## config.mk

```make
export PLATFORM = sky130hd
export DESIGN_NAME = seq_gen
export DESIGN_NICKNAME = d
export VERILOG_FILES = /design/src/rtl/seq_gen_pkg.sv /design/src/rtl/seq_gen_ser.sv /design/src/rtl/seq_gen.sv
export SDC_FILE = /design/constraint.sdc
export NUM_CORES = 1
export LEC_CHECK = 0
export ABC_AREA = 1
export CAP_MARGIN = 40
export CORE_MARGIN = 1
export CORE_UTILIZATION = 50
export DETAILED_ROUTE_END_ITERATION = 7
export GPL_TIMING_DRIVEN = 0
export PLACE_DENSITY = 0.85
export SYNTH_ARGS = -nofsm -noshare
export SYNTH_HDL_FRONTEND = slang
export SYNTH_SLANG_ARGS = --single-unit
```

## constraint.sdc

```tcl
create_clock -name clk -period 1.55 [get_ports clk]
set_clock_uncertainty 0.05 [all_clocks]
set_input_delay 0.31 -clock clk [delete_from_list [all_inputs] [get_ports clk]]
set_output_delay 0.31 -clock clk [all_outputs]
set_load 0.05 [all_outputs]
```

## src/rtl/seq_gen_pkg.sv

```systemverilog
// Shared definitions for the seq_gen serial pattern transmitter and its seq_det partner:
// FSM state encoding and the default pattern.
package seq_gen_pkg;

  typedef enum logic [1:0] {
    S_IDLE = 2'd0,
    S_SEND = 2'd1,
    S_GAP  = 2'd2,
    S_DONE = 2'd3
  } state_t;

  localparam int SEQ_PAT_W = 4;
  localparam logic [SEQ_PAT_W-1:0] SEQ_PATTERN = 4'b1010;

endpackage

```

## src/rtl/seq_gen_ser.sv

```systemverilog
// Pattern shift register and bit index for seq_gen. load restarts at the MSB, shift advances one bit.
// SEQ_GEN_SOF_EN adds the first_bit flag used to build the sof output.
module seq_gen_ser #(
  parameter int               PAT_W   = 4,
  parameter logic [PAT_W-1:0] PATTERN = 4'b1010
) (
  input  logic clk,
  input  logic rst_n,
  input  logic load,
  input  logic shift,
  output logic bit_out,
`ifdef SEQ_GEN_SOF_EN
  output logic first_bit,
`endif
  output logic last_bit
);

  localparam int IDX_W = $clog2(PAT_W);

  logic [PAT_W-1:0] shreg;
  logic [IDX_W-1:0] idx;

  always_ff @(posedge clk) begin
    if (!rst_n) begin
      shreg <= '0;
      idx   <= '0;
    end else if (load) begin
      shreg <= PATTERN;
      idx   <= '0;
    end else if (shift) begin
      shreg <= {shreg[PAT_W-2:0], 1'b0};
      idx   <= idx + IDX_W'(1);
    end
  end

  assign bit_out  = shreg[PAT_W-1];
  assign last_bit = (idx == IDX_W'(PAT_W - 1));
`ifdef SEQ_GEN_SOF_EN
  assign first_bit = (idx == '0);
`endif

endmodule

```

## src/rtl/seq_gen.sv

```systemverilog
// Serial pattern transmitter: sends PATTERN MSB-first rep_cnt times with GAP idle cycles between reps.
// Define SEQ_GEN_SOF_EN to add the sof output (high with the first bit of every repetition).
module seq_gen
  import seq_gen_pkg::*;
#(
  parameter int               PAT_W    = SEQ_PAT_W,
  parameter logic [PAT_W-1:0] PATTERN  = SEQ_PATTERN,
  parameter int               CNT_W    = 4,
  parameter int               GAP      = 0,
  parameter logic             IDLE_BIT = 1'b0
) (
  input  logic             clk,
  input  logic             rst_n,
  input  logic             start,
  input  logic [CNT_W-1:0] rep_cnt,
  input  logic             abort,
  output logic             x,
  output logic             x_vld,
  output logic             busy,
  output logic             done,
  output state_t           dbg_state
`ifdef SEQ_GEN_SOF_EN
  ,
  output logic             sof
`endif
);

  state_t           state, state_nxt;
  logic [CNT_W-1:0] rep_left;
  logic             load, shift, bit_out, last_bit, gap_last;
  logic             x_nxt, vld_nxt, busy_nxt, done_nxt;
`ifdef SEQ_GEN_SOF_EN
  logic             first_bit, sof_nxt;
`endif

  seq_gen_ser #(.PAT_W(PAT_W), .PATTERN(PATTERN)) u_ser (
    .clk      (clk),
    .rst_n    (rst_n),
    .load     (load),
    .shift    (shift),
    .bit_out  (bit_out),
`ifdef SEQ_GEN_SOF_EN
    .first_bit(first_bit),
`endif
    .last_bit (last_bit)
  );

  always_ff @(posedge clk) begin
    if (!rst_n) state <= S_IDLE;
    else        state <= state_nxt;
  end

  // done is still high in the first IDLE cycle after DONE, so start is refused there as well.
  always_comb begin
    state_nxt = state;
    load      = 1'b0;
    shift     = 1'b0;
    case (state)
      S_IDLE: if (start && !abort && !done) begin
        if (rep_cnt != '0) begin
          state_nxt = S_SEND;
          load      = 1'b1;
        end else begin
          state_nxt = S_DONE;
        end
      end
      S_SEND: if (abort) begin
        state_nxt = S_IDLE;
      end else if (last_bit) begin
        if (rep_left == CNT_W'(1)) state_nxt = S_DONE;
        else if (GAP == 0)         load      = 1'b1;
        else                       state_nxt = S_GAP;
      end else begin
        shift = 1'b1;
      end
      S_GAP: if (abort) begin
        state_nxt = S_IDLE;
      end else if (gap_last) begin
        state_nxt = S_SEND;
        load      = 1'b1;
      end
      default: state_nxt = S_IDLE;
    endcase
  end

  always_ff @(posedge clk) begin
    if (!rst_n)                                  rep_left <= '0;
    else if (state == S_IDLE && load)            rep_left <= rep_cnt;
    else if (state_nxt == S_IDLE)                rep_left <= '0;
    else if (state == S_SEND && last_bit && !abort && rep_left != CNT_W'(1))
                                                 rep_left <= rep_left - CNT_W'(1);
  end

  if (GAP > 0) begin : g_gap
    localparam int GAP_W = $clog2(GAP + 1);
    logic [GAP_W-1:0] gap_cnt;
    always_ff @(posedge clk) begin
      if (!rst_n)                                     gap_cnt <= '0;
      else if (state == S_GAP && !abort && !gap_last) gap_cnt <= gap_cnt + GAP_W'(1);
      else                                            gap_cnt <= '0;
    end
    assign gap_last = (gap_cnt == GAP_W'(GAP - 1));
  end else begin : g_no_gap
    assign gap_last = 1'b1;
  end

  // Outputs are registered views of the current state, so they trail the FSM by one cycle.
  always_comb begin
    x_nxt    = IDLE_BIT;
    vld_nxt  = 1'b0;
    busy_nxt = 1'b0;
    done_nxt = (state == S_DONE);
    if (!abort && state == S_SEND) begin
      x_nxt    = bit_out;
      vld_nxt  = 1'b1;
      busy_nxt = 1'b1;
    end
    if (!abort && state == S_GAP) busy_nxt = 1'b1;
`ifdef SEQ_GEN_SOF_EN
    sof_nxt = vld_nxt && first_bit;
`endif
  end

  always_ff @(posedge clk) begin
    if (!rst_n) begin
      x     <= IDLE_BIT;
      x_vld <= 1'b0;
      busy  <= 1'b0;
      done  <= 1'b0;
`ifdef SEQ_GEN_SOF_EN
      sof   <= 1'b0;
`endif
    end else begin
      x     <= x_nxt;
      x_vld <= vld_nxt;
      busy  <= busy_nxt;
      done  <= done_nxt;
`ifdef SEQ_GEN_SOF_EN
      sof   <= sof_nxt;
`endif
    end
  end

  assign dbg_state = state;

endmodule

```

# Word level (Yosys, flattened, before mapping)
# Index checks and enable logic that the tools add are counted.
# Widths: inputs -> output; s select.
# totals
word_cells	59
regBits	15
out_inout_bits	6
input_bits	8
# classes
mux	24
n_eq_ne	6
addsub	2
n_reduce_logical	17
bitwise_logic	1
# ops
op	n
$mux 4	5
$mux 1	12
$mux 2	5
$logic_and 1x1->1	8
$eq 2x2->1 const B	3
$pmux 2 s3	1
$eq 4x1->1 const B	1
$logic_not 2->1	2
$ne 4x1->1 const B	1
$reduce_bool 4->1	1
$sub 4x1->4 const B	1
$pmux 1 s3	1
$reduce_bool 3->1	1
$add 2x1->2 const B	1
$eq 2x1->1 const B	1
$logic_not 1->1	2
$reduce_and 2->1	1
$reduce_bool 2->1	1
$reduce_or 2->1	1
$not 1->1	1

# Depth between registers and ports, before layout
# Gate-level depths: netlist of the first run.
# logic_depth
ltp_word	8
mapped_depth	9

# Hierarchy
# A second synthesis of the first run with hierarchy kept.
# hier_totals
hier_cells	115
hier_area_um2	815.8
# modules_own_cells
mod	cells_per_inst	n_inst	area_each_um2
seq_gen	89	1	619.3
seq_gen_ser	26	1	196.4

# Worst setup path after synthesis of the first run
# OpenSTA, ideal clock, no wires.
# synth_path
kind	register to register
from	register state[0] (netlist: dbg_state[0])
to	register u_ser.shreg[1]
arrival_ps	1394
setup_ps	120
stages_incl_launch_ff	9
path_buffers	1
setup_slack_ps	-14
cell_sequence	dfxtp_1 > inv_1 > nand2_2 > nor2_2 > nand3_2 > buf_6 > nand3_1 > a21oi_1 > nor2_1
# synth_between
elab_chain_len	3
# synth_lines
item	line	text
from (decl)	seq_gen.sv:28	state_t state, state_nxt;
from (signal assigned)	seq_gen.sv:50	else state <= state_nxt;
$eq 2x2->1 (tied with other cells)	seq_gen.sv:58	case (state)
$pmux 1 s3 / $mux 1 (equally long branches)	seq_gen.sv:58	
$mux 4 / $reduce_bool 2->1 (equally long branches)	-	
to (signal assigned)	seq_gen_ser.sv:31	shreg <= {shreg[PAT_W-2:0], 1'b0};
to (decl)	seq_gen_ser.sv:20	logic [PAT_W-1:0] shreg;
# Parallel ways exist; a longest one is shown, timed or not.
# A chain may end at the register's enable or synchronous reset.

# Worst setup path after layout of the first run
# layout_path
from	register state[1] (netlist: dbg_state[1])
to	output dbg_state[1]
# layout_rtl
item	line	text
to (decl)	seq_gen.sv:21	output state_t dbg_state
# No word-level cell between the ends.

==> results of run 1 <==
==> stage by stage <==
step	instance area [um2]	hold WS [ps]
2_1_floorplan	830	366
3_3_place_gp	980	385
3_5_place_dp	980	398
4_1_cts	1000	409
5_1_grt	1010	432
6_report	1010	405
==> metal layers <==
| metal | vias up | share of wire, % | global-route usage (%) |
|---|---|---|---|
| met5 | - | 0 | 0 |
| met4 | 0 | 1.4 | 11.3 |
| met3 | 5 | 3.2 | 3.83 |
| met2 | 13 | 47 | 31.8 |
| met1 | 331 | 48 | 26.8 |
| li1 | 410 | - | - |
==> cell type report <==
type / instances / area [um2]
inverter: 18 / 67.6
fill: 136 / 518
tap: 16 / 20.0
timing repair buffer: 13 / 123
multi-input combinational: 84 / 457
buffer: 1 / 11.3
clock buffer: 4 / 26.3
sequential: 15 / 302
==> logic make-up after synthesis <==
group	Yosys count	share of synthesized area [%]
XOR/XNOR	1	1.06
AND/OR/NAND/NOR	72	43.4
adder cells (fa/ha/maj)	3	4.53
AO/OA/AOI/OAI	8	5.29
buffers and inverters	19	9.52
flip-flops	15	36.3
==> layout by cell type (no fill, tap or decap) <==
| master | n |
|---|---|
| clkbuf_1 | 1 |
| o21ai_0 | 1 |
| inv_2 | 3 |
| nor2_1 | 22 |
| or2_1 | 1 |
| xor2_1 | 1 |
| nand3_1 | 12 |
| nand2_4 | 1 |
| clkdlybuf4s15_1 | 1 |
| nand4_2 | 1 |
| nor3_1 | 1 |
| inv_1 | 15 |
| a21oi_1 | 6 |
| nand2_2 | 4 |
| dfxtp_1 | 14 |
| clkdlybuf4s15_2 | 1 |
| nand2_1 | 17 |
| a21oi_2 | 1 |
| clkbuf_2 | 1 |
| nand3_4 | 1 |
| nand3_2 | 2 |
| dlygate4sd2_1 | 3 |
| clkbuf_4 | 3 |
| nor2_2 | 5 |
| dfxtp_2 | 1 |
| clkdlybuf4s50_1 | 7 |
| ha_1 | 3 |
| nand4_1 | 5 |
| buf_6 | 1 |
==> where the power goes <==
| part | total [uW] | internal [uW] | switching (uW) |
|---|---|---|---|
| sequential | 411 | 403 | 8.57 |
| combinational | 170 | 66.8 | 104 |
| clock | 218 | 100 | 118 |
| total | 799 | 569 | 230 |
==> registers in the layout, indices dropped and copies added (netlist names) <==
| name | flops |
|---|---|
| busy | 1 |
| rep_left | 4 |
| dbg_state | 2 |
| x_vld | 1 |
| x | 1 |
| done | 1 |
| u_ser.shreg | 3 |
| u_ser.idx | 2 |
==> worst paths after layout <==
path	start	end	slack (ps)
worst min-delay path	u_ser.shreg[3]	x	410
worst min register to register	u_ser.shreg[3]	x	410
worst max-delay path	dbg_state[1]	dbg_state[1]	70
worst max register to register	rep_left[1]	u_ser.shreg[1]	140
==> timing repair <==
action / 4_1_cts / 5_1_grt
resized for setup: 8 / 6
cloned: 0 / 0
endpoints found under the setup margin: 6 / 4
==> impl_metrics.py, run 1 <==
metrics = {
    "synthesis": {
        "syn_inst": 118,
        "syn_area_per_cell_um2": 7.02,
        "async_reset_ff_share_pct": 0,
        "synth_top_area_share_pct": 36.3,
        "synth_edf_count": 0,
        "synth_area_leader_cell": "dfxtp_1",
        "synthFlopType": "dfxtp_1",
        "yosysMostFrequentCell": "nor2_1",
        "yosysUniqueCellTypes": 21,
        "syn_nets": 129,
        "synth_area_um2": 828,
        "netlist_top_cells_count": "nor2_1 (23), nand2_1 (19), dfxtp_1 (15), inv_1 (15), nand3_1 (12)",
        "synth.ff_latch_count": 15,
        "synth_area_leaders": "dfxtp_1 (36%), nor2_1 (10%), nand2_1 (8.6%)",
        "ys_seq_area_share_pct": 36.3,
        "yosysWarnings": 0,
    },
    "placement": {
        "gp_congestion": 0.858,
        "dp_hpwl_um": 1280,
        "dp_worst_setup_slack_ps": -208,
        "dpl.cell_count": 147,
        "port_buffers": 13,
    },
    "timing": {
        "fmax_mhz": 673,
        "hold_viol": 0,
        "slew_headroom_pct": 67.4,
        "finalSetupTns_ps": 0,
        "worst_pin_slew_ps": 491,
        "fin_crit_sh_pct": 95.8,
        "finalSetupViolCount": 0,
        "rsz0062_at_grt": "false",
        "report.final.slew_viol_count": 0,
        "layout_setup_ws_ps": 65.2,
        "min_period_ps": 1480,
    },
    "pwr": {
        "ir_worst_vdd_uv": 635,
        "power.total_uw": 799,
        "p_leak_uw": 0.000467,
        "powerDensity_nw_per_um2": 795,
    },
    "die": {
        "initial_core_util_pct": 54.4,
        "die_y_um": 42.7,
        "coreArea_um2": 1520,
        "core.rowCount": 14,
        "dieArea_um2": 1820,
        "ioPinCount": 14,
        "fp.dieW_um": 42.7,
    },
    "global_routing": {
        "grt_pass1_vias": 676,
        "grt_pass1_wl_um": 2810,
        "overflow": 0,
        "grt_max_degree": 11,
        "antenna_found_initial": 0,
        "grt_usage_pct": 20.6,
    },
    "clocking": {
        "cts_buffers": 3,
        "clk_latency_ps": 280,
        "clockBufferDepth": 2,
        "htreeDepth": 1,
        "clockRootBuffer": "clkbuf_4",
        "cts_setup_buffers": 0,
        "clock-sinks": 15,
        "cts_tree": "yes",
        "path_clk_slew_ps": 80,
        "cts_hold_buf": 0,
    },
    "worst_setup_path": {
        "path_cells": "clkdlybuf4s15_2",
        "cp.depth": 1,
        "slowest_delay_ps": 440,
        "cp.buffers_inverters": 1,
        "start_kind": "flop",
        "worstPathArrival_ps": 1120,
        "cp.required_ps": 1190,
        "criticalPathCategory": "flop to primary output",
        "crit_slowest_cell": "dfxtp_1",
        "crit_family": "flip-flops",
        "reg2regPathDepth": 7,
        "worst-path-max-fanout": 6,
        "endpoint_kind": "primary output",
    },
    "drt": {
        "vias": 759,
        "route.detailed.drc": 0,
        "postRouteAntennaNets": 0,
        "wl_per_cell_um": 10.7,
        "first_iter_violations": 23,
        "viasPerCell": 5.03,
        "detail_route.wirelength_um": 1620,
        "drt_pass1_iterations": 4,
    },
    "run_status": {
        "status": "complete, no violations",
    },
    "finish": {
        "post-route-util_pct": 66.0,
        "final_cells": 151,
        "syn2layout_area_growth_pct": 21.4,
        "drive_gt1_share_pct": 18.5,
        "layout.nets": 147,
        "diodes": 0,
    },
    "job": {
        "drv_cap": 0,
    },
    "hold_path": {
        "whs_path_depth": 2,
        "worstHoldPathType": "flop to flop",
    },
}
Note: power is estimated with default switching activity, not from simulation.
==> inputs of run 2 (changes only) <==
CORE_MARGIN = 2   (was 1)
clock period = 1.7 ns   (was 1.55 ns; I/O delays follow)
==> impl_metrics.py, run 2 (same netlist as run 1, synthesis figures left out) <==
metrics = {
    "run_status": {
        "status": "complete, no violations",
    },
    "timing": {
        "finalSetupViolCount": 0,
        "finalSetupTns_ps": 0,
        "report.final.slew_viol_count": 0,
        "fmax_mhz": 615,
        "hold_viol": 0,
        "slew_headroom_pct": 67.1,
        "min_period_ps": 1630,
        "rsz0062_at_grt": "false",
        "worst_pin_slew_ps": 496,
        "fin_crit_sh_pct": 95.6,
        "hold-worst-slack_ps": 412,
    },
    "drt": {
        "vias": 770,
        "viasPerCell": 5.10,
        "first_iter_violations": 13,
        "postRouteAntennaNets": 0,
        "drt_pass1_iterations": 4,
        "route.detailed.drc": 0,
        "detail_route.wirelength_um": 1560,
        "wl_per_cell_um": 10.4,
    },
    "global_routing": {
        "antenna_found_initial": 0,
        "grt_pass1_vias": 639,
        "grt_usage_pct": 17.3,
        "grt_pass1_wl_um": 2580,
        "grt_max_degree": 11,
        "overflow": 0,
    },
    "die": {
        "ioPinCount": 14,
        "die_y_um": 44.7,
        "dieArea_um2": 2000,
        "core.rowCount": 14,
        "initial_core_util_pct": 54.4,
        "coreArea_um2": 1520,
        "fp.dieW_um": 44.7,
    },
    "hold_path": {
        "worstHoldPathType": "flop to flop",
    },
    "finish": {
        "post-route-util_pct": 65.5,
        "largest_registers": "rep_left (4), u_ser.shreg (3)",
        "drive_gt1_share_pct": 14.1,
        "largest_reg_flops": 4,
        "regMostFlops": "rep_left",
        "diodes": 0,
        "fillers": 132,
        "layout_common_cells": "nor2_1 (23), nand2_1 (19), inv_1 (15), dfxtp_1 (15), nand3_1 (12)",
        "final_common_cell": "nor2_1",
        "syn2layout_area_growth_pct": 20.5,
        "layout.nets": 147,
    },
    "worst_setup_path": {
        "slowest_delay_ps": 530,
        "worstPathArrival_ps": 1240,
        "criticalPathCategory": "flop to primary output",
        "path_cells": "clkdlybuf4s15_1",
        "endpoint_kind": "primary output",
        "cp.buffers_inverters": 1,
        "worst-path-max-fanout": 6,
        "crit_slowest_cell": "clkdlybuf4s15_1",
        "start_kind": "flop",
        "worst-r2r-setup-slack_ps": 320,
        "cp.required_ps": 1310,
        "crit_family": "buffers and inverters",
    },
    "clocking": {
        "cts_setup_buffers": 0,
        "clk_latency_ps": 270,
        "cts.repair.resized": 6,
        "clockRootBuffer": "clkbuf_4",
        "clockBufferDepth": 2,
        "htreeDepth": 1,
        "path_clk_slew_ps": 90,
        "cts_tree": "yes",
        "cts_buffers": 3,
        "clock-sinks": 15,
        "cts_hold_buf": 0,
    },
    "pwr": {
        "powerDensity_nw_per_um2": 722,
        "intPower_uw": 518,
        "power_frac_seq_pct": 52.0,
        "switching_share_pct": 28.2,
        "ir_worst_vdd_uv": 519,
        "power.total_uw": 721,
        "p_leak_uw": 0.000473,
        "p_sw_uw": 203,
        "clkPwrFrac_pct": 26.9,
        "p_comb_share_pct": 21.1,
    },
    "job": {
        "drv_cap": 0,
    },
    "placement": {
        "dp_hpwl_um": 1300,
        "gp_congestion": 0.866,
        "port_buffers": 13,
    },
}
## run 2: cell count changes in the layout (fill, tap and decap cells not counted)
| cell | previous run | this run |
|---|---|---|
| nor2_2 | 5 | 4 |
| nor2_1 | 22 | 23 |
| dlygate4sd2_1 | 3 | 5 |
| dfxtp_2 | 1 | 0 |
| clkdlybuf4s15_2 | 1 | 0 |
| dfxtp_1 | 14 | 15 |
| clkbuf_2 | 1 | 0 |
| nand2_2 | 4 | 2 |
| nand2_1 | 17 | 19 |
## run 2: layer usage
layer / GRT usage, % / up-vias / part of all wire [%]
met2: 29.9 / 18 / 50
met5: 0 / - / 0
met4: 4.85 / 0 / 0
li1: - / 412 / -
met1: 21.6 / 340 / 45
met3: 4.00 / 0 / 4.4
## run 2: power groups by stage
stage	logic, uW	clock network [uW]	registers (uW)
after global placement	151	0	382
final	152	194	375
after detailed placement	155	0	383
after CTS	154	202	375
after global routing	174	214	377
after floorplan	102	0	391
## run 2: worst paths after layout
| check | depth (start not counted) | end | startpoint |
|---|---|---|---|
| max | 1 | dbg_state[1] | dbg_state[1] |
| min | 2 | x | u_ser.shreg[3] |
| max reg2reg | 8 | rep_left[3] | rep_left[1] |
| min reg2reg | 2 | x | u_ser.shreg[3] |
## run 2: metrics by stage
step                      instance area (um2)  setup slack, ps  std cells
after floorplan                           828              136        118
after global placement                    978            -80.6        147
after detailed placement                  978             -100        147
after CTS                                 997             44.1        151
after global routing                      998             3.81        151
final                                     998             74.9        151
## run 2: cell type report
class	instances	area, um2	share of cell area [%]
Clock buffer	4	26.3	2.63
Timing Repair Buffer	13	124	12.4
Sequential cell	15	300	30.1
Inverter	18	67.6	6.77
Buffer	1	11.3	1.13
Multi-Input combinational cell	84	449	45.0
Tap cell	16	20.0	2.01
==> inputs of run 3 (changes only) <==
DONT_BUFFER_PORTS = 1   (was unset)
PLACE_DENSITY = 0.74   (was 0.85)
==> impl_metrics.py, run 3 (same netlist as run 1, synthesis figures left out) <==
metrics = {
    "clocking": {
        "clk_latency_ps": 280,
        "clock-sinks": 15,
        "clockRootBuffer": "clkbuf_4",
        "path_clk_slew_ps": 90,
        "cts_hold_buf": 0,
        "cts_tree": "yes",
        "clockBufferDepth": 2,
        "htreeDepth": 1,
        "cts_buffers": 3,
    },
    "worst_setup_path": {
        "start_kind": "flop",
        "reg2regPathDepth": 7,
        "criticalPathCategory": "flop to flop",
        "worst-r2r-setup-slack_ps": 160,
        "r2r-start": "done",
        "worst-path-max-fanout": 7,
        "cp.required_ps": 1830,
        "endpoint_kind": "flop",
        "regToRegEndpoint": "rep_left[1]",
        "worstPathArrival_ps": 1670,
    },
    "placement": {
        "gp_congestion": 0.795,
        "port_buffers": 0,
        "dp_worst_setup_slack_ps": -7.62,
        "dp_hpwl_um": 1330,
    },
    "finish": {
        "diodes": 0,
        "largest_registers": "rep_left (4), u_ser.shreg (3)",
        "drive_gt1_share_pct": 17.2,
        "layout.nets": 134,
        "final_common_cell": "nor2_1",
        "regMostFlops": "rep_left",
        "largest_reg_flops": 4,
        "post-route-util_pct": 57.6,
        "syn2layout_area_growth_pct": 5.89,
        "layout_common_cells": "nor2_1 (23), nand2_1 (19), inv_1 (15)",
    },
    "timing": {
        "finalSetupViolCount": 0,
        "fin_crit_sh_pct": 90.7,
        "fmax_mhz": 649,
        "report.final.slew_viol_count": 0,
        "hold_viol": 0,
        "worst_pin_slew_ps": 525,
        "slew_headroom_pct": 65.0,
        "hold-worst-slack_ps": 130,
        "rsz0062_at_grt": "false",
        "layout_setup_ws_ps": 158,
        "min_period_ps": 1540,
    },
    "pwr": {
        "ir_worst_vdd_uv": 547,
        "p_leak_uw": 0.000402,
        "powerDensity_nw_per_um2": 809,
    },
    "die": {
        "dieArea_um2": 2000,
        "coreArea_um2": 1520,
        "core.rowCount": 14,
        "fp.dieW_um": 44.7,
        "die_y_um": 44.7,
        "initial_core_util_pct": 54.4,
        "ioPinCount": 14,
    },
    "drt": {
        "vias": 718,
        "postRouteAntennaNets": 0,
        "viasPerCell": 5.20,
        "detail_route.wirelength_um": 1610,
        "first_iter_violations": 9,
        "drt_pass1_iterations": 4,
        "route.detailed.drc": 0,
        "wl_per_cell_um": 11.6,
    },
    "hold_path": {
        "holdCritStartpoint": "rst_n",
        "worstHoldPathType": "primary input to flop",
        "hold_end": "rep_left[3]",
        "whs_path_depth": 2,
    },
    "global_routing": {
        "overflow": 0,
        "grt_pass1_vias": 667,
        "grt_usage_pct": 18.4,
        "grt_pass1_wl_um": 2660,
        "grt_max_degree": 11,
        "antenna_found_initial": 0,
    },
    "run_status": {
        "status": "complete, no violations",
    },
    "job": {
        "drv_cap": 0,
    },
}
run 3: cell count changes in the layout (fill, tap and decap cells not counted), sizes merged:
cell,previous run,this run
dlygate4sd2,5,0
clkdlybuf4s15,1,0
clkdlybuf4s50,7,0
run 3: what timing repair did:
action | 4_1_cts | 5_1_grt
resized for setup | 1 | 1
buffers inserted | 0 | 0
setup endpoints to repair | 3 | 6
run 3: layer usage:
layer	GRT usage (%)	share of wire (%)	vias up
li1	-	-	382
met2	31.9	50	12
met1	22.1	45	322
met3	4.80	4.4	2
met4	5.45	0.87	0
met5	0	0	-
run 3: final cells by class:
type	count	area, um2
sequential	15	303
fill	156	647
inverter	18	67.6
tap	16	20.0
buffer	1	11.3
multi-input combinational	84	449
clock buffer	4	26.3
run 3: through the flow:
step	instance area, um2	total power [uW]	TNS, ps	cells
2_1_floorplan	828	492	0	118
5_1_grt	877	752	0	138
3_5_place_dp	848	515	-12.8	134
3_3_place_gp	848	510	0	134
6_report	877	710	0	138
4_1_cts	876	712	0	138
run 3: worst max path at each step:
stage	startpoint	endpoint	slack [ps]	cells past startpoint
after floorplan	dbg_state[0]	u_ser.shreg[1]	140	8
after global placement	dbg_state[0]	rep_left[3]	30	7
after detailed placement	dbg_state[0]	rep_left[3]	-8	7
after CTS	dbg_state[1]	rep_left[3]	40	7
after global routing	done	rep_left[1]	30	7
final	done	rep_left[1]	160	7
run 3: critical path, cell delays in order, from the launching register on:
cell,delay (ps)
dfxtp_1,660
nor2_2,110
nand3_1,180
nand2_4,110
nand2_2,110
nor2_2,40
nor2_1,130
nor2_1,50
run 3: report_power, final:
group	switching, uW	internal, uW
logic	77.3	44.7
registers	18.4	367
clock network	111	91.1
total	207	503
==> edit 1, RTL diff (config.mk and constraints of run 3) <==
Add an input register stage for `start`, `rep_cnt` and `abort`; this delays them by one clock. Comments in the files are not updated.
--- a/src/rtl/seq_gen.sv
+++ b/src/rtl/seq_gen.sv
@@ -26,2 +26,12 @@
 );
+
+  logic start_q;
+  logic [CNT_W-1:0] rep_cnt_q;
+  logic abort_q;
+
+  always_ff @(posedge clk) begin
+    start_q   <= start;
+    rep_cnt_q <= rep_cnt;
+    abort_q   <= abort;
+  end
 
@@ -58,4 +68,4 @@
     case (state)
-      S_IDLE: if (start && !abort && !done) begin
-        if (rep_cnt != '0) begin
+      S_IDLE: if (start_q && !abort_q && !done) begin
+        if (rep_cnt_q != '0) begin
           state_nxt = S_SEND;
@@ -66,3 +76,3 @@
       end
-      S_SEND: if (abort) begin
+      S_SEND: if (abort_q) begin
         state_nxt = S_IDLE;
@@ -75,3 +85,3 @@
       end
-      S_GAP: if (abort) begin
+      S_GAP: if (abort_q) begin
         state_nxt = S_IDLE;
@@ -87,5 +97,5 @@
     if (!rst_n)                                  rep_left <= '0;
-    else if (state == S_IDLE && load)            rep_left <= rep_cnt;
+    else if (state == S_IDLE && load)            rep_left <= rep_cnt_q;
     else if (state_nxt == S_IDLE)                rep_left <= '0;
-    else if (state == S_SEND && last_bit && !abort && rep_left != CNT_W'(1))
+    else if (state == S_SEND && last_bit && !abort_q && rep_left != CNT_W'(1))
                                                  rep_left <= rep_left - CNT_W'(1);
@@ -98,3 +108,3 @@
       if (!rst_n)                                     gap_cnt <= '0;
-      else if (state == S_GAP && !abort && !gap_last) gap_cnt <= gap_cnt + GAP_W'(1);
+      else if (state == S_GAP && !abort_q && !gap_last) gap_cnt <= gap_cnt + GAP_W'(1);
       else                                            gap_cnt <= '0;
@@ -112,3 +122,3 @@
     done_nxt = (state == S_DONE);
-    if (!abort && state == S_SEND) begin
+    if (!abort_q && state == S_SEND) begin
       x_nxt    = bit_out;
@@ -117,3 +127,3 @@
     end
-    if (!abort && state == S_GAP) busy_nxt = 1'b1;
+    if (!abort_q && state == S_GAP) busy_nxt = 1'b1;
 `ifdef SEQ_GEN_SOF_EN
Formal check against the unedited RTL: not equivalent (a bounded check fails within 4 cycles, from zero or initial values and one cycle with rst_n low).
==> edit 1 against run 3 <==
Sequential cell count up 6; die area up 11%; area after synthesis up 12%; total power up 24%; design area up 19%; wire length down 0.68%; critical path depth up 1; core utilization up 3.1 points; worst setup slack better by 80 ps; cell count up 12%; critical path type unchanged.
==> edit 1: results (changes against run 3) <==
stage,metric,value,unit,change
sta,worstMarginPinSlew,470,ps,was 525 ps
final_layout,final_nets,142,,was 134
final_layout,fill_cells,162,,was 156
final_layout,multiInputCombCellCount,82,,was 84
route,via_per_inst,4.79,,was 5.20
final_layout,design_area,1050,um^2,was 877 um^2
yosys,synth_fa_ha_area_frac,0.0405,,was 0.0453
yosys,netlist_area,926,um^2,was 828 um^2
outcome,outcome,"complete, no violations",,unchanged
placed_design,gp_congestion,0.849,,was 0.795
final_layout,top_regs,"rep_cnt_q x4, rep_left x4, u_ser.shreg x3",,"was rep_left x4, u_ser.shreg x3"
pwr,peakVddDrop,0.445,mV,was 0.547 mV
yosys,ys_seq_area_frac,0.454,,was 0.363
final_layout,drive_gt1_frac,0.169,,was 0.172
yosys,synth_commonest_cells,"32 x nor2_1, 21 x dfxtp_1, 17 x nand2_1, 12 x inv_1, 5 x nand3_1",,"was 23 x nor2_1, 19 x nand2_1, 15 x dfxtp_1, 15 x inv_1, 12 x nand3_1"
route,drt_iter0_drc,13,,was 9
final_layout,nFlopsAndLatches,21,,was 15
final_layout,layout.nonclk_buf_frac,0.0681,,was 0.0128
setup_path,crit_slowest_cell,dfxtp_2,,was dfxtp_1
yosys,synth_compound_area_frac,0.0432,,was 0.0529
yosys,syn-num-nets,131,,was 129
yosys,synthCells,120,,was 118
pwr,p_sw_frac,0.259,,was 0.291
grt,grt_pass1_wl,2.53,mm,was 2.66 mm
grt,grt_pass1_vias,643,,was 667
pwr,internal_power,0.000652,W,was 0.000503 W
yosys,yosys.area_share.xor_xnor,0.00946,,was 0.0106
setup_path,worstPathMaxFanout,5,,was 7
-- edit 1: cell count changes after synthesis, moves of 2 or more --
cell     change
nor2_2       -3
inv_1        -3
a21oi_1      -2
nand3_1      -7
nand2_1      -2
nor2_1       +9
dfxtp_1      +6
-- edit 1: timing repair --
action,CTS,global route
hold endpoints to repair,0,6
resized for setup,0,3
buffers inserted,0,0
hold buffers,0,6
endpoints found under the setup margin,0,9
-- edit 1: per-layer routing --
layer	wire length (um)	global-route usage	vias to the layer above
li1	-	-	396
met1	746	0.203	334
met2	779	0.260	10
met3	53	0.0346	2
met4	16	0.0667	0
met5	0	0	-
-- edit 1: final timing paths --
kind                  to  slack, ps  depth (start not counted)
max reg2reg  rep_left[3]        240                          8
min reg2reg            x        400                          2
min          rep_left[1]        100                          2
max          rep_left[3]        240                          8
==> edit 2, RTL diff (flow settings as in run 3) <==
Without the edit above. Build with the macro `SEQ_GEN_SOF_EN` defined.
--- a/src/rtl/seq_gen_ser.sv
+++ b/src/rtl/seq_gen_ser.sv
@@ -2,2 +2,4 @@
 // SEQ_GEN_SOF_EN adds the first_bit flag used to build the sof output.
+`define SEQ_GEN_SOF_EN
+
 module seq_gen_ser #(
Function (old outputs only; new: sof): kept (Yosys induction, for registers that start in step).
==> edit 2 against run 3 <==
Design area up 3.1%; worst setup slack better by 36 ps; area after synthesis up 2.0%; non-clock buffer count unchanged; sequential cell count up 1; global-route usage down 0.58 points; total power up 8.5%; wire length down 2.7%.
==> edit 2: results (changes against run 3) <==
stage,metric,value,unit,change
placed_design,dpl.hpwl,1.22,mm,was 1.33 mm
setup_path,crit_slowest_cell,dfxtp_2,,was dfxtp_1
route,wl_per_cell,10.9,um,was 11.6 um
pwr,switchingPower,0.000210,W,was 0.000207 W
setup_path,cp-endpoint,u_ser.shreg[1],,was rep_left[1]
setup_path,max_stage_delay,550,ps,was 660 ps
route,drt_iter0_drc,12,,was 9
worst_hold_path,min_to,dbg_state[1],,was rep_left[3]
setup_path,r2r_slack,190,ps,was 160 ps
grt,globalRouteTotalUtil,0.178,,was 0.184
sta,relSlewSlack,0.680,,was 0.650
setup_path,rr_startpoint,dbg_state[1],,was done
yosys,synthCells,123,,was 118
setup_path,reg2reg_depth,8,,was 7
route,vias,767,,was 718
setup_path,crit_family,flip-flops,,was simple AND/OR/NAND/NOR gates
pwr,total_leakage_power,0.402,nW,about the same
grt,grt_pass1_wl,2.68,mm,was 2.66 mm
final_layout,drive_gt1_frac,0.157,,was 0.172
placed_design,gp_congestion,0.820,,was 0.795
outcome,outcome,"complete, no violations",,unchanged
pwr,peakVddDrop,0.439,mV,was 0.547 mV
worst_hold_path,hold_depth,1,,was 2
yosys,ys_types,19,,was 21
yosys,yosys.area_share.xor_xnor,0.0104,,was 0.0106
grt,grt_pass1_vias,681,,was 667
yosys,ys_seq_area_frac,0.379,,was 0.363
[edit 2: repair_timing]
action,CTS,global route
setup endpoints to repair,4,2
endpoints found under the hold margin,0,0
resized for setup,2,1
[edit 2: per-stage QoR]
stage / util / TNS, ps / cell area (um^2) / hold WS, ps / worst slack (ps)
final: 0.587 / 0 / 905 / 112 / 195
after global routing: 0.587 / 0 / 905 / 101 / 89.9
after CTS: 0.586 / 0 / 903 / 108 / 51.9
after detailed placement: 0.561 / -92.5 / 865 / 377 / -41.1
after global placement: 0.561 / 0 / 865 / 384 / 6.77
after floorplan: - / 0 / 845 / 369 / 158
[edit 2: power groups by stage]
stage | clock (W) | sequential, W | combinational [W]
after global routing | 0.000280 | 0.000414 | 0.000124
after CTS | 0.000256 | 0.000412 | 0.000106
after floorplan | 0 | 0.000417 | 0.0000885
after global placement | 0 | 0.000419 | 0.000102
after detailed placement | 0 | 0.000420 | 0.000105
final | 0.000252 | 0.000412 | 0.000105
[edit 2: cell families after synthesis]
family / Yosys count
xor+xnor: 1
flops: 16
compound gates: 7
simple gates: 75
fa+ha+maj: 4
buf+inv: 20
[edit 2: metal layers]
metal / up-vias / wire, um / track usage
li1: 392 / - / -
met2: 27 / 729 / 0.289
met5: - / 0 / 0
met1: 346 / 714 / 0.233
met3: 2 / 108 / 0.0440
met4: 0 / 10 / 0.0529
[edit 2: layout make-up]
| type | count | area [um^2] |
|---|---|---|
| Sequential cell | 16 | 324 |
| Fill cell | 133 | 637 |
| Buffer | 1 | 7.51 |
| Clock buffer | 4 | 36.3 |
| Tap cell | 16 | 20.0 |
| Inverter | 19 | 71.3 |
| Multi-Input combinational cell | 87 | 445 |
